### config.mk
export PLATFORM = sky130hd
export DESIGN_NAME = lcg_stim_gen
export DESIGN_NICKNAME = d
export VERILOG_FILES = /design/src/rtl/lcg_stim_gen.sv
export SDC_FILE = /design/constraint.sdc
export NUM_CORES = 2
export LEC_CHECK = 0
export BUFFER_PORTS_ARGS = -buffer_cell sky130_fd_sc_hd__clkbuf_2
export CAP_MARGIN = 20
export CORE_AREA = 2 2 260 262
export CTS_CLUSTER_DIAMETER = 100
export DETAILED_ROUTE_END_ITERATION = 10
export DIE_AREA = 0 0 262 264
export PLACE_DENSITY = 0.72
export SLEW_MARGIN = 20
export SYNTH_ARGS = -nofsm -noshare
export SYNTH_HDL_FRONTEND = slang
export SYNTH_SLANG_ARGS = --single-unit
### constraint.sdc
create_clock -name clk -period 8.5 [get_ports clk]
set_clock_uncertainty 0.2 [all_clocks]
set_input_delay 0.85 -clock clk [delete_from_list [all_inputs] [get_ports clk]]
set_output_delay 0.85 -clock clk [all_outputs]
set_load 0.1 [all_outputs]
### src/rtl/lcg_stim_gen.sv
// LCG-driven stimulus source: assembles OUT_W-bit vectors one 32-bit word
// per clock and presents each one over a valid/ready handshake.
module lcg_stim_gen #(
  parameter int          OUT_W   = 266,
  parameter logic [31:0] LCG_MUL = 32'h41C64E6D,
  parameter logic [31:0] LCG_INC = 32'h00003039
) (
  input  logic             clk,
  input  logic             rst,
  input  logic             start,
  input  logic [31:0]      seed,
  input  logic [31:0]      num_vectors,
  output logic             vec_valid,
  input  logic             vec_ready,
  output logic [OUT_W-1:0] vec_data,
  output logic [31:0]      vec_count,
  output logic             busy,
  output logic             done
);

  localparam int NWORDS = (OUT_W + 31) / 32;
  localparam int LASTW  = OUT_W - 32 * (NWORDS - 1);
  localparam int IW     = (NWORDS > 1) ? $clog2(NWORDS) : 1;

  localparam logic [IW-1:0] LAST_IDX = IW'(NWORDS - 1);

  localparam logic [1:0] S_IDLE = 2'd0;
  localparam logic [1:0] S_GEN  = 2'd1;
  localparam logic [1:0] S_PRES = 2'd2;
  localparam logic [1:0] S_FIN  = 2'd3;

  logic [1:0]       state_q, state_d;
  logic [31:0]      lcg_q, lcg_d;
  logic [IW-1:0]    idx_q, idx_d;
  logic [OUT_W-1:0] shadow_q, shadow_d;
  logic [OUT_W-1:0] data_q, data_d;
  logic             valid_q, valid_d;
  logic [31:0]      cnt_q, cnt_d;
  logic [31:0]      num_q, num_d;
  logic             busy_q, busy_d;
  logic             done_q, done_d;

  logic [31:0]      lcg_nxt;
  logic [OUT_W-1:0] ins;

  assign lcg_nxt = lcg_q * LCG_MUL + LCG_INC;

  // Shadow vector with the current word dropped into slot idx_q;
  // the top slot keeps only the bits that fit in OUT_W.
  always_comb begin
    ins = shadow_q;
    for (int k = 0; k < NWORDS - 1; k++) begin
      if (idx_q == IW'(k)) begin
        ins[32*k +: 32] = lcg_nxt;
      end
    end
    if (idx_q == LAST_IDX) begin
      ins[OUT_W-1 -: LASTW] = lcg_nxt[LASTW-1:0];
    end
  end

  always_comb begin
    state_d  = state_q;
    lcg_d    = lcg_q;
    idx_d    = idx_q;
    shadow_d = shadow_q;
    data_d   = data_q;
    valid_d  = valid_q;
    cnt_d    = cnt_q;
    num_d    = num_q;
    case (state_q)
      S_IDLE: begin
        if (start) begin
          cnt_d = '0;
          if (num_vectors != '0) begin
            lcg_d   = seed;
            num_d   = num_vectors;
            idx_d   = '0;
            state_d = S_GEN;
          end else begin
            state_d = S_FIN;
          end
        end
      end
      S_GEN: begin
        lcg_d    = lcg_nxt;
        shadow_d = ins;
        idx_d    = idx_q + 1'b1;
        if (idx_q == LAST_IDX) begin
          valid_d = 1'b1;
          data_d  = ins;
          state_d = S_PRES;
        end
      end
      S_PRES: begin
        if (valid_q && vec_ready) begin
          valid_d = 1'b0;
          cnt_d   = cnt_q + 32'd1;
          if (cnt_q + 32'd1 == num_q) begin
            state_d = S_FIN;
          end else begin
            idx_d   = '0;
            state_d = S_GEN;
          end
        end
      end
      default: begin
        state_d = S_IDLE;
      end
    endcase
    busy_d = (state_d != S_IDLE);
    done_d = (state_q == S_FIN);
  end

  always_ff @(posedge clk) begin
    if (rst) begin
      state_q  <= S_IDLE;
      lcg_q    <= '0;
      idx_q    <= '0;
      shadow_q <= '0;
      data_q   <= '0;
      valid_q  <= 1'b0;
      cnt_q    <= '0;
      num_q    <= '0;
      busy_q   <= 1'b0;
      done_q   <= 1'b0;
    end else begin
      state_q  <= state_d;
      lcg_q    <= lcg_d;
      idx_q    <= idx_d;
      shadow_q <= shadow_d;
      data_q   <= data_d;
      valid_q  <= valid_d;
      cnt_q    <= cnt_d;
      num_q    <= num_d;
      busy_q   <= busy_d;
      done_q   <= done_d;
    end
  end

  assign vec_valid = valid_q;
  assign vec_data  = data_q;
  assign vec_count = cnt_q;
  assign busy      = busy_q;
  assign done      = done_q;

endmodule

==> metrics.cfg <==
[run_status]
outcome = finished, final reports clean

[placed_design]
pre_cts_ws_ns = 1.15
post-dp-hpwl_um = 75100
numPlacedInstances = 5256
io_buffer_count = 368
placed_area_mm2 = 0.0369
gp_congestion = 0.984

[setup_path]
critPathMaxFanout = 9
cp_data_required_time_ns = 8.82
end_kind = flop
critical_path_class = reg -> reg
startpoint_type = flop
arrival_ns = 7.71

[clock_tree]
post_cts_buffers = 0
root_buffer = clkbuf_16
worstSkewPairLatency_ns = 0.62
clock-sinks = 627
cts_resized = 0
holdBufCountCts = 0
htree_num_levels = 3
cts_max_path_buffers = 3
cts_buffers = 70
cts_tree = built
clk_pin_slew_ns = 0.06

[global_routing]
grt_max_degree = 217
grt_pass1_wl_um = 166000
grt_pass1_vias = 28400
antenna_found_initial = 0
grt_overflow = 0
grt_usage = 0.310

[route]
wl_um = 108000
routedWlPerCell_um = 20.0
viasPerCell = 5.59
vias = 30100
drt_iter0_markers = 2716
drt_pass1_iterations = 6
drc = 0
final_antenna_net_count = 0

[timing]
tightest_slew_ns = 1.09
finalHoldViolations = 0
slew_viol_final = 0
fmax_mhz = 135
fin_crit_sh = 0.870
rsz0062_at_grt = no
setup_slack_ns = 1.11
layout_min_cycle_time_ns = 7.39
slew_headroom = 0.270
fin_setup_tns_ns = 0
setup_viol = 0

[cells_and_area]
stdcell_area_mm2 = 0.0393
num_antenna_cells = 0
areaGrowthSynthToFinish_pct = 14.3
final_cells = 5379
drive_above_1_share = 0.129
layout.nets = 4922

[die]
dieArea_mm2 = 0.0692
ioPinCount = 369
die_w_um = 262
core_area_mm2 = 0.0666
die_h_um = 264
rows = 95
initial_core_util = 0.516

[min_path]
min_path_type = reg -> reg

[yosys]
synthTopCellsByCount = nand2_1, dfxtp_1, nor2_1, a21oi_1, inv_1
synth_most_common_cell = nand2_1
ys_ff_latch = 627
yosysTopAreaCell = dfxtp_1
synth_edf_count = 0
synthCells = 4242
ys_top_cells_by_area = dfxtp_1, fa_1, nand2_1
avgSynthCellArea_um2 = 8.09
yosysSeqAreaShare = 0.366
synth_top_area_share = 0.366
yosysWarnings = 0
synth_cell_types = 58
synthesis.area_mm2 = 0.0343
synth_fp_nets = 4709
synthArstFlopShare = 0
ys.flop_type = dfxtp_1

[job]
cap_violations = 0

## critical path, stage by stage (launching register included)
cell and delay, ns:
dfxtp_1 0.59, ha_1 0.38, xor2_1 0.21, ha_1 0.20
a21o_1 0.17, fa_1 0.54, fa_1 0.57, ha_1 0.23
ha_1 0.30, fa_1 0.48, inv_1 0.05, fa_1 0.47
inv_1 0.04, ha_1 0.38, and3_1 0.21, a221oi_1 0.38
o211a_1 0.25, o21ai_1 0.17, a2111oi_1 0.57, o31ai_1 0.15
a21oi_1 0.19, xor2_1 0.09, buf_4 0.19, a221oi_1 0.30
## cell families after synthesis
| family | synth area share |
|---|---|
| xor gates and xnor gates | 0.0276 |
| AOI/OAI and AO/OA | 0.154 |
| adders and majority gates | 0.187 |
| buffers and inverters | 0.0782 |
| muxes | 0.000875 |
| DFF | 0.366 |
| and+or+nand+nor | 0.188 |
## cell usage in the layout (no fill, tap or decap), types with 10 or more instances in the layout
cell / instances
inv_1: 415
o211ai_1: 89
nand2_1: 743
nor3_1: 107
buf_4: 68
fa_1: 188
a311oi_1: 83
o21ai_0: 103
nand3_1: 72
or3_1: 20
xor2_1: 27
xnor2_1: 67
and3_1: 15
a211oi_1: 47
a21oi_1: 431
nand4_1: 17
and2_1: 13
clkbuf_8: 11
clkbuf_1: 16
o31ai_1: 11
nand3b_1: 21
a21o_1: 18
clkbuf_2: 367
ha_1: 211
a221oi_1: 11
nor2_1: 459
o311ai_0: 10
clkbuf_16: 70
clkinv_2: 10
dfxtp_1: 627
nor4_1: 13
a31oi_1: 10
## metal layers
metal	up-vias	global-route usage	routed length [um]	part of all wire
li1	14400	-	-	-
met1	14300	0.411	44800	0.42
met2	1091	0.482	48700	0.45
met3	220	0.0639	8490	0.079
met4	0	0.153	5570	0.052
met5	-	0	0	0
## area by class of cell
| type | count | area [um^2] |
|---|---|---|
| sequential | 627 | 12600 |
| multi-input combinational | 2903 | 19300 |
| tap | 873 | 1090 |
| clock inverter | 26 | 407 |
| clock buffer | 97 | 1960 |
| inverter | 415 | 1560 |
| fill | 6149 | 27300 |
| timing repair buffer | 438 | 2400 |
## final timing paths
check	end	slack (ns)	depth (start not counted)	startpoint
setup / recovery	lcg_q[30]	1.11	23	lcg_q[8]
hold / removal	vec_data[214]	0.25	2	vec_data[214]
setup reg to reg	lcg_q[30]	1.11	23	lcg_q[8]
hold reg to reg	vec_data[214]	0.25	2	vec_data[214]
## flip-flops by register name, summed over array words and instances (netlist names)
name / cells
vec_data: 266
vec_count: 32
lcg_q: 32
done: 1
state_q: 2
num_q: 32
shadow_q: 256
vec_valid: 1
idx_q: 4
busy: 1
## per-stage QoR
stage / hold slack, ns / util
final: 0.251 / 0.590
after global placement: 0.237 / 0.554
after floorplan: 0.232 / -
after detailed placement: 0.243 / 0.554
after CTS: 0.227 / 0.589
after global routing: 0.247 / 0.590
Power is not shown: default switching activity piles up to over one toggle a cycle in this logic, so the estimate is an artifact.
